### src/rtl/noc_out_vc_scheduler.sv
// Output-port scheduler for a NoC switch: per-VC downstream credit tracking,
// (input, VC) arbitration and a registered one-hot-VC output stage.

module noc_vc_credit_ctr #(
   parameter int DEPTH = 4,
   parameter int CW    = 2
) (
   input  logic          clk,
   input  logic          rst,
   input  logic          send,
   input  logic          ret,
   output logic [CW-1:0] cnt,
   output logic          ovf
);
   localparam logic [CW-1:0] FULL = CW'(DEPTH - 1);

   logic [CW-1:0] cnt_q, cnt_d;

   // A grant needs a non-zero count, so decrement never underflows.
   always_comb begin
      cnt_d = cnt_q;
      ovf   = 1'b0;
      if (send && !ret) begin
         cnt_d = cnt_q - CW'(1);
      end else if (ret && !send) begin
         if (cnt_q == FULL) ovf = 1'b1;
         else               cnt_d = cnt_q + CW'(1);
      end
   end

   always_ff @(posedge clk or posedge rst) begin
      if (rst) cnt_q <= FULL;
      else     cnt_q <= cnt_d;
   end

   assign cnt = cnt_q;
endmodule

module noc_out_vc_scheduler #(
   parameter int NUM_IN      = 3,
   parameter int VC_W        = 2,
   parameter int A_W         = 16,
   parameter int D_W         = 32,
   parameter int DEPTH       = 4,
   parameter int FAIR_VC_ARB = 0,
   localparam int P_W = A_W + D_W + 1,
   localparam int CW  = (DEPTH > 1)  ? $clog2(DEPTH)  : 1,
   localparam int IW  = (NUM_IN > 1) ? $clog2(NUM_IN) : 1,
   localparam int VW  = (VC_W > 1)   ? $clog2(VC_W)   : 1
) (
   input  logic                                  clk,
   input  logic                                  rst,
   input  logic [NUM_IN-1:0][VC_W-1:0]           req_v,
   input  logic [NUM_IN-1:0][VC_W-1:0][P_W-1:0]  req_d,
   output logic [NUM_IN-1:0][VC_W-1:0]           req_b,
   output logic [VC_W-1:0]                       o_v,
   output logic [P_W-1:0]                        o_d,
   input  logic [VC_W-1:0]                       credit_ret,
   output logic [VC_W-1:0][CW-1:0]               credits,
   output logic                                  err_ovf
);
   if (DEPTH < 2 || NUM_IN < 1 || VC_W < 1) begin : g_bad_param
      $error("noc_out_vc_scheduler: need DEPTH>=2, NUM_IN>=1, VC_W>=1");
   end

   logic [NUM_IN-1:0][VC_W-1:0] elig;
   logic [VC_W-1:0]             vc_has;
   logic [VC_W-1:0]             send;
   logic [VC_W-1:0]             ovf;

   logic                  gnt_any, in_found;
   logic [VW-1:0]         gnt_vc;
   logic [IW-1:0]         gnt_in;
   int                    vc_idx, in_idx;

   logic [VC_W-1:0][IW-1:0] in_ptr_q, in_ptr_d;
   logic [VW-1:0]           vc_ptr_q, vc_ptr_d;
   logic [VC_W-1:0]         o_v_q, o_v_d;
   logic [P_W-1:0]          o_d_q, o_d_d;
   logic                    err_ovf_q, err_ovf_d;

   for (genvar v = 0; v < VC_W; v++) begin : g_vc
      noc_vc_credit_ctr #(.DEPTH(DEPTH), .CW(CW)) u_ctr (
         .clk  (clk),
         .rst  (rst),
         .send (send[v]),
         .ret  (credit_ret[v]),
         .cnt  (credits[v]),
         .ovf  (ovf[v])
      );
   end

   // Eligibility uses the registered counters, so a credit spent this cycle
   // is already reflected next cycle.
   always_comb begin
      vc_has = '0;
      for (int i = 0; i < NUM_IN; i++) begin
         for (int v = 0; v < VC_W; v++) begin
            elig[i][v] = req_v[i][v] && (credits[v] != '0);
            vc_has[v]  = vc_has[v] | elig[i][v];
         end
      end
   end

   always_comb begin
      gnt_any  = 1'b0;
      gnt_vc   = '0;
      gnt_in   = '0;
      in_found = 1'b0;
      vc_idx   = 0;
      in_idx   = 0;
      for (int k = 0; k < VC_W; k++) begin
         if (FAIR_VC_ARB != 0) begin
            vc_idx = int'(vc_ptr_q) + k;
            if (vc_idx >= VC_W) vc_idx = vc_idx - VC_W;
         end else begin
            vc_idx = VC_W - 1 - k;
         end
         if (!gnt_any && vc_has[VW'(vc_idx)]) begin
            gnt_any = 1'b1;
            gnt_vc  = VW'(vc_idx);
         end
      end
      for (int k = 0; k < NUM_IN; k++) begin
         in_idx = int'(in_ptr_q[gnt_vc]) + k;
         if (in_idx >= NUM_IN) in_idx = in_idx - NUM_IN;
         if (gnt_any && !in_found && elig[IW'(in_idx)][gnt_vc]) begin
            in_found = 1'b1;
            gnt_in   = IW'(in_idx);
         end
      end
   end

   always_comb begin
      for (int i = 0; i < NUM_IN; i++) begin
         for (int v = 0; v < VC_W; v++) begin
            req_b[i][v] = !(gnt_any && gnt_in == IW'(i) && gnt_vc == VW'(v));
         end
      end
      for (int v = 0; v < VC_W; v++) begin
         send[v] = gnt_any && gnt_vc == VW'(v);
      end
   end

   always_comb begin
      in_ptr_d  = in_ptr_q;
      vc_ptr_d  = vc_ptr_q;
      o_v_d     = '0;
      o_d_d     = o_d_q;
      err_ovf_d = err_ovf_q | (|ovf);
      if (gnt_any) begin
         in_ptr_d[gnt_vc] = (gnt_in == IW'(NUM_IN - 1)) ? '0 : gnt_in + IW'(1);
         if (FAIR_VC_ARB != 0) begin
            vc_ptr_d = (gnt_vc == VW'(VC_W - 1)) ? '0 : gnt_vc + VW'(1);
         end
         o_v_d[gnt_vc] = 1'b1;
         o_d_d         = req_d[gnt_in][gnt_vc];
      end
   end

   always_ff @(posedge clk or posedge rst) begin
      if (rst) begin
         in_ptr_q  <= '0;
         vc_ptr_q  <= '0;
         o_v_q     <= '0;
         o_d_q     <= '0;
         err_ovf_q <= 1'b0;
      end else begin
         in_ptr_q  <= in_ptr_d;
         vc_ptr_q  <= vc_ptr_d;
         o_v_q     <= o_v_d;
         o_d_q     <= o_d_d;
         err_ovf_q <= err_ovf_d;
      end
   end

   assign o_v     = o_v_q;
   assign o_d     = o_d_q;
   assign err_ovf = err_ovf_q;
endmodule
### config.mk
export PLATFORM = sky130hd
export DESIGN_NAME = noc_out_vc_scheduler
export DESIGN_NICKNAME = d
export VERILOG_FILES = /design/src/rtl/noc_out_vc_scheduler.sv
export SDC_FILE = /design/constraint.sdc
export NUM_CORES = 1
export LEC_CHECK = 0
export BUFFER_PORTS_ARGS = -buffer_cell sky130_fd_sc_hd__buf_4
export CORE_AREA = 2 2 144 146
export DETAILED_ROUTE_END_ITERATION = 8
export DIE_AREA = 0 0 146 148
export SYNTH_ARGS = -nofsm -noshare
export SYNTH_HDL_FRONTEND = slang
export SYNTH_SLANG_ARGS = --single-unit
### constraint.sdc
create_clock -name clk -period 1.5 [get_ports clk]
set_input_delay 0.3 -clock clk [delete_from_list [all_inputs] [get_ports clk]]
set_output_delay 0.3 -clock clk [all_outputs]
set_load 0.005 [all_outputs]
==> results of run 1 <==
[synthesized netlist by cell type (all sizes together)]
library cell  count
buf              57
dfstp             4
conb              2
ha                2
mux2              2
nor2b             2
xor2              2
a221o             1
dfrtp             1
inv               1
[kinds of logic after synthesis]
group                      share of synthesized area, %
adders and majority gates                         3.676
AOI/OAI and AO/OA                                 1.654
buffers and inverters                             63.42
muxes                                             4.412
xor gates and xnor gates                          2.574
DFF                                               19.12
other                                             1.103
and+or+nand+nor                                   4.045
[worst reg2reg max path: stages, from the launching register on]
cell and delay, ns:
dfstp_2 0.54, ha_1 0.22, nor2b_4 0.06, mux2_4 0.29
[final cells by class]
type	count	area, um^2	area share, %
repair buffers	9	70.07	7.407
well taps	270	337.8	35.71
multi-input cells	66	325.3	34.39
clock buffers	4	78.83	8.333
inverters	1	3.754	0.3968
flip-flops and latches	5	130.1	13.76
[metal layers]
layer | vias to the layer above | share of wire (%) | GRT usage, % | wire [um]
met5 | - | 0 | 0 | 0
met4 | 0 | 0 | 0.2913 | 0
met3 | 0 | 22 | 1.358 | 246
met2 | 41 | 41 | 1.297 | 460
met1 | 137 | 36 | 0.9881 | 403
li1 | 134 | - | - | -
[sequential cells by signal, indices dropped and copies added, names as in the netlist]
name	count
err_ovf	1
g_vc.u_ctr.cnt	4
[power breakdown]
part	total [W]	switching, W	internal, W
logic	0.000366	0.000165	0.000201
clock network	0.000436	0.0000844	0.000352
registers	0.000292	0.0000534	0.000238
[final timing paths]
kind | cells past startpoint | slack (ns) | to
min reg2reg | 1 | 0.48 | err_ovf$_DFF_PP0_
min | 2 | 0.33 | err_ovf$_DFF_PP0_
max | 1 | 0.31 | credits[0]
max reg2reg | 3 | 0.31 | g_vc[1].u_ctr.cnt[1]$_DFFE_PP1P_
max in group asynchronous | 3 | 0.69 | g_vc[1].u_ctr.cnt[1]$_DFFE_PP1P_
min in group asynchronous | 3 | 0.56 | err_ovf$_DFF_PP0_
[through the flow]
stage                     power (W)  instance area, um^2
final                      0.001094                945.9
after global routing       0.001182                945.9
after CTS                  0.001119                945.9
after detailed placement  0.0006706                857.1
after global placement    0.0006624                857.1
after floorplan           0.0006189                887.1
[repair_timing]
item,in CTS,in global routing
hold endpoints to repair,1,0
endpoints found under the setup margin,0,0
hold buffers,1,0
==> results_dict.tcl, run 1 <==
set metrics [dict create \
    path_max_fanout 3 \
    final_common_cell "conb_1" \
    rsz0062_at_grt "false" \
    dp_hpwl_um 985.7 \
    wire_per_inst_um 3.127 \
    grt-ovfl-total 0 \
    tns_ns 0 \
    nFillCells 2417 \
    peakVddDrop_uv 373.2 \
    cts_sinks 5 \
    synth_area_leaders "buf_4, dfstp_2, mux2_4" \
    core-area_um2 20040 \
    postSynthAreaPerCell_um2 9.198 \
    status "finished, final reports clean" \
    cts_inserted_buffers 3 \
    crit_required_ns 1.20 \
    cellLeakagePower_nw 0.3805 \
    worstSetupPathType "reg -> out" \
    synth.top_cell.area_share_pct 62.87 \
    die_area_um2 21610 \
    cp.arrival_ns 0.89 \
    drv_slew 0 \
    clk_latency_ns 0.23 \
    start_util_pct 3.397 \
    worst_slack_ns 0.3058 \
    finalHoldViolations 0 \
    cts_resized 0 \
    final_cells 355 \
    area_growth_pct 38.97 \
    grt_pass1_vias 229 \
    syn_area_um2 680.7 \
    final_util_pct 4.720 \
    fp.dieH_um 148 \
    power_density_nw_per_um2 1156 \
    drtIter0Drc 3 \
    ios 366 \
    ys_ff_latch 5 \
    synth_top_area_cell "buf_4" \
    cp-startpoint "g_vc[0].u_ctr.cnt[0]$_DFFE_PP1P_" \
    min_from "credit_ret[1]" \
    setup_viol_count_final 0 \
    pre_cts_ws_ns 0.3037 \
    ys_seq_area_share_pct 19.12 \
    wl_um 1110 \
    cts_tree "built" \
    io_buffers 8 \
    routabilityCongestion 0.5912 \
    cts-root-buf "clkbuf_16" \
    cap_violations 0 \
    yosys_warnings 0 \
    grt_max_degree 6 \
    slowest_stage "dfstp_2" \
    rows 52 \
    grt_pass1_wl_um 1414 \
    cp-end-kind "primary output" \
    fin_skew_ns 0.002456 \
    cts_setup_buffers 0 \
    min_period_ns 1.194 \
    ant_nets 0 \
    crit_family "flip-flops" \
    drc 0 \
    whs_ns 0.3257 \
    n_antenna_cell 0 \
    die_x_um 146 \
    r2r-start "g_vc[1].u_ctr.cnt[0]$_DFFE_PP1P_" \
    htree_levels 1 \
    antenna_found_initial 0 \
    drt-vias-per-instance 0.8789 \
    crit_path_cell_trace "buf_4" \
    place_inst 350 \
    drive_gt1_share_pct 23.53 \
    synth.distinct_cells 10 \
    max_stage_delay_ns 0.55 \
    worstHoldPathType "in -> reg" \
    drt_first_pass_iters 2 \
    nets 392 \
    layout_common_cells "conb_1, buf_4, dfstp_2" \
    clk_path_buf_depth 2 \
    clk_pin_slew_ns 0.03 \
    startpoint_type "flip-flop" \
    fin_crit_sh_pct 79.62 \
    vias 312 \
    path_buf_inv 1 \
    track_usage_pct 1.030 \
    synthCells 74 \
    max_freq_ghz 0.8374 \
]
Power figures use the tool's default switching activity.
==> run 2, diff against run 1 <==
CORE_AREA = 2 2 141 143   (was 2 2 144 146)
DIE_AREA = 0 0 143 145   (was 0 0 146 148)
clock period = 1.08 ns   (was 1.5 ns; I/O delays follow)
==> results_dict.tcl, run 2 (synthesis results as in run 1) <==
set metrics [dict create \
    track_usage_pct 0.8144 \
    min_from "credit_ret[1]" \
    fin_skew_ns 0.002176 \
    peakVddDrop_uv 1049 \
    r2r_cells 4 \
    io_buffers 8 \
    r2r-start "g_vc[0].u_ctr.cnt[0]$_DFFE_PP1P_" \
    die_x_um 143 \
    largest_reg_flops 4 \
    cts_sinks 5 \
    cp-end-kind "primary output" \
    power_density_nw_per_um2 1845 \
    r2r_slack_ns -0.09 \
    ant_nets 0 \
    grt-ovfl-total 0 \
    place_inst 351 \
    whs_ns 0.2331 \
    n_antenna_cell 0 \
    use_met2_pct 1.292 \
    path_max_fanout 2 \
    nFillCells 2266 \
    crit_required_ns 0.86 \
    setup_viol_count_final 8 \
    cellLeakagePower_nw 0.4340 \
    cts-root-buf "clkbuf_16" \
    rows 51 \
    r2r_end "g_vc[0].u_ctr.cnt[1]$_DFFE_PP1P_" \
    pre_cts_ws_ns -0.01544 \
    met1_usage_pct 0.7827 \
    violations "negative setup slack" \
    core-area_um2 19210 \
    htree_levels 1 \
    status "finished with violations" \
    area_growth_pct 56.07 \
    routabilityCongestion 0.5779 \
    worstHoldPathCells 2 \
    worst_slack_ns -0.1035 \
    layout_common_cells "conb_1, buf_4, buf_6" \
    ios 366 \
    drt_first_pass_iters 2 \
    die_area_um2 20740 \
    cts_tree "built" \
    final_common_cell "conb_1" \
    dp_hpwl_um 756.7 \
    fin_crit_sh_pct 109.6 \
    grt_pass1_vias 259 \
    worstSetupPathType "reg -> out" \
    clk_path_buf_depth 2 \
    antenna_found_initial 0 \
    cp.arrival_ns 0.97 \
    min_period_ns 1.184 \
    fp.dieH_um 145 \
    startpoint_type "flip-flop" \
    drtIter0Drc 2 \
    grt_use_met3_pct 0.4620 \
    wl_um 931 \
    min_to "err_ovf$_DFF_PP0_" \
    clk_latency_ns 0.23 \
    grt-busiest-layer "met2" \
    clk_pin_slew_ns 0.03 \
    drive_gt1_share_pct 32.98 \
    drv_slew 0 \
    grt_pass1_wl_um 1255 \
    start_util_pct 3.544 \
    wire_per_inst_um 2.593 \
    tns_ns -0.5999 \
    ff_latch_area_um2 130.1 \
    grt_max_degree 6 \
    finalHoldViolations 0 \
    final_cells 359 \
    drt-vias-per-instance 0.9610 \
    max_freq_ghz 0.8449 \
    worstHoldPathType "in -> reg" \
    rsz0062_at_grt "true" \
    cts_inserted_buffers 3 \
    power_w 0.001960 \
    cap_violations 0 \
    multi_input_area_um2 350.3 \
    vias 345 \
    drc 0 \
    nets 401 \
]
[run 2: cell count changes in the layout (fill, tap and decap cells not counted), sizes merged]
cell / before / now
buf: 8 / 17
[run 2: worst max-delay path: stages (launching register included)]
cell and delay [ns]:
dfstp_2 0.55, buf_6 0.11, buf_6 0.08
[run 2: per-layer routing]
layer / wire length, um / part of all wire [%] / vias up
li1: - / - / 151
met1: 272 / 29 / 153
met2: 486 / 52 / 38
met3: 149 / 16 / 3
met4: 22 / 2.4 / 0
met5: 0 / 0 / -
[run 2: through the flow]
| stage | area (um^2) | util [%] |
|---|---|---|
| after global routing | 1062 | 5.531 |
| after global placement | 920.9 | 4.794 |
| after floorplan | 912.1 | - |
| after detailed placement | 920.9 | 4.794 |
| after CTS | 1051 | 5.472 |
| final | 1062 | 5.531 |
[run 2: power breakdown]
group | internal, W | switching [W]
Sequential | 0.000331 | 0.0000821
Clock | 0.000490 | 0.000125
Combinational | 0.000613 | 0.000319
Total | 0.00143 | 0.000526
[run 2: cell type report]
class | instances | share of cell area [%]
Clock buffer | 4 | 7.420
Inverter | 1 | 0.3534
Multi-Input combinational cell | 66 | 32.98
Sequential cell | 5 | 12.25
Tap cell | 265 | 31.21
Timing Repair Buffer | 18 | 15.78
[run 2: repair_timing]
item | in CTS | in global routing
hold buffers | 1 | 0
setup endpoints to repair | 6 | 9
buffers inserted | 2 | 1
gates resized for setup | 7 | 1
endpoints found under the hold margin | 1 | 0
pin swaps | 1 | 1
[run 2: how the worst max path moves through the flow]
stage	startpoint	to	slack, ns
global route	g_vc[0].u_ctr.cnt[1]$_DFFE_PP1P_	credits[1]	-0.13
CTS	g_vc[0].u_ctr.cnt[1]$_DFFE_PP1P_	credits[1]	-0.11
floorplan	g_vc[1].u_ctr.cnt[1]$_DFFE_PP1P_	g_vc[1].u_ctr.cnt[1]$_DFFE_PP1P_	-0.02
finish	g_vc[1].u_ctr.cnt[0]$_DFFE_PP1P_	credits[2]	-0.10
detailed placement	g_vc[0].u_ctr.cnt[1]$_DFFE_PP1P_	g_vc[0].u_ctr.cnt[1]$_DFFE_PP1P_	-0.02
global placement	g_vc[0].u_ctr.cnt[1]$_DFFE_PP1P_	g_vc[0].u_ctr.cnt[1]$_DFFE_PP1P_	-0.01
==> run 3, diff against run 2 <==
CORE_AREA = 3 3 142 144   (was 2 2 141 143)
DIE_AREA = 0 0 145 147   (was 0 0 143 145)
REMOVE_ABC_BUFFERS = 1   (was default)
==> results_dict.tcl, run 3 (synthesis results as in run 1) <==
set metrics [dict create \
    drtIter0Drc 1 \
    antenna_found_initial 0 \
    core-area_um2 18830 \
    cts_tree "built" \
    worstSetupPathType "reg -> out" \
    use_met2_pct 1.244 \
    htree_levels 1 \
    grt_pass1_vias 259 \
    vias 341 \
    start_util_pct 3.615 \
    fp.dieH_um 147 \
    min_period_ns 1.158 \
    n_antenna_cell 0 \
    track_usage_pct 0.7849 \
    clk_path_buf_depth 2 \
    routabilityCongestion 0.5786 \
    rows 50 \
    final_common_cell "conb_1" \
    crit_required_ns 0.86 \
    nets 402 \
    placed_area_um2 889.6 \
    nFillCells 2221 \
    area_growth_pct 53.31 \
    dp_hpwl_um 894.4 \
    cp.arrival_ns 0.94 \
    cp-end-kind "primary output" \
    clk_latency_ns 0.23 \
    drc 0 \
    path_max_fanout 2 \
    wl_um 1016 \
    ios 366 \
    clk_pin_slew_ns 0.03 \
    largest_reg_flops 4 \
    violations "negative setup slack" \
    startpoint_type "flip-flop" \
    drv_slew 0 \
    layout_common_cells "conb_1, buf_4, buf_6" \
    grt_pass1_wl_um 1248 \
    tns_ns -0.5177 \
    rsz0062_at_grt "true" \
    drive_gt1_share_pct 33.68 \
    cap_violations 0 \
    setup_viol_count_final 8 \
    finalHoldViolations 0 \
    grt-ovfl-total 0 \
    cts-root-buf "clkbuf_16" \
    worst_slack_ns -0.07840 \
    grt_use_met3_pct 0.4010 \
    status "finished with violations" \
    drt-vias-per-instance 0.9606 \
    final_design_area_no_fill_um2 1044 \
    max_freq_ghz 0.8633 \
    die_x_um 145 \
    met1_usage_pct 0.8009 \
    die_area_um2 21320 \
    cp-startpoint "g_vc[1].u_ctr.cnt[0]$_DFFE_PP1P_" \
    wire_per_inst_um 2.862 \
    io_buffers 8 \
    min_from "credit_ret[1]" \
    fin_crit_sh_pct 107.3 \
    grt-busiest-layer "met2" \
    ant_nets 0 \
    cts_inserted_buffers 3 \
    cellLeakagePower_nw 0.4356 \
    drt_first_pass_iters 2 \
    power_density_nw_per_um2 1839 \
    grt_max_degree 6 \
    worstHoldPathType "in -> reg" \
    cts_sinks 5 \
    r2r-start "g_vc[1].u_ctr.cnt[0]$_DFFE_PP1P_" \
    fin_skew_ns 0.002406 \
    peakVddDrop_uv 1086 \
]
run 3: changes by cell type in the layout (fill, tap and decap cells not counted):
cell,delta
buf_4,+1
ha_2,+2
ha_4,-2
run 3: report_power, final:
| group | internal (W) | total, W | switching, W |
|---|---|---|---|
| sequential | 0.000329 | 0.000388 | 0.0000589 |
| combinational | 0.000594 | 0.000921 | 0.000328 |
| clock | 0.000489 | 0.000610 | 0.000120 |
run 3: cell type report:
cell class / instances / area [um^2] / share of cell area [%]
clock buffer: 4 / 78.83 / 7.554
sequential: 5 / 130.1 / 12.47
inverter: 1 / 3.754 / 0.3597
multi-input combinational: 66 / 330.3 / 31.65
timing repair buffer: 19 / 175.2 / 16.79
tap: 260 / 325.3 / 31.18
run 3: final timing paths:
path	slack (ns)	cells past startpoint	end
min in group asynchronous	0.45	3	err_ovf$_DFF_PP0_
hold reg to reg	0.49	1	err_ovf$_DFF_PP0_
setup / recovery	-0.08	2	credits[2]
hold / removal	0.23	2	err_ovf$_DFF_PP0_
setup reg to reg	-0.07	3	g_vc[1].u_ctr.cnt[1]$_DFFE_PP1P_
max in group asynchronous	0.39	3	g_vc[1].u_ctr.cnt[1]$_DFFE_PP1P_
run 3: through the flow:
| step | power (W) | std cells | worst slack [ns] | utilization [%] | hold slack (ns) |
|---|---|---|---|---|---|
| global placement | 0.001057 | 346 | -0.07702 | 4.724 | 0.1327 |
| floorplan | 0.0007097 | 72 | -0.07960 | - | -0.008384 |
| CTS | 0.001888 | 353 | -0.08797 | 5.462 | 0.2292 |
| finish | 0.001919 | 355 | -0.07840 | 5.542 | 0.2285 |
| global route | 0.002038 | 355 | -0.09791 | 5.542 | 0.2524 |
| detailed placement | 0.001074 | 346 | -0.08531 | 4.724 | 0.1321 |
run 3: per-layer routing:
layer	wire (um)	part of all wire, %
met5	0	0
met3	157	15
met2	515	51
met1	320	31
met4	22	2.2
run 3: what timing repair did:
action                                  in CTS  in global routing
setup buffers                                2                  2
hold buffers                                 1                  0
hold endpoints to repair                     1                  0
gates resized for setup                     10                  0
endpoints found under the setup margin       8                  8
run 3: critical path: stages, from the launching register on:
cell and delay [ns]:
dfstp_2 0.53, buf_6 0.09, buf_6 0.09
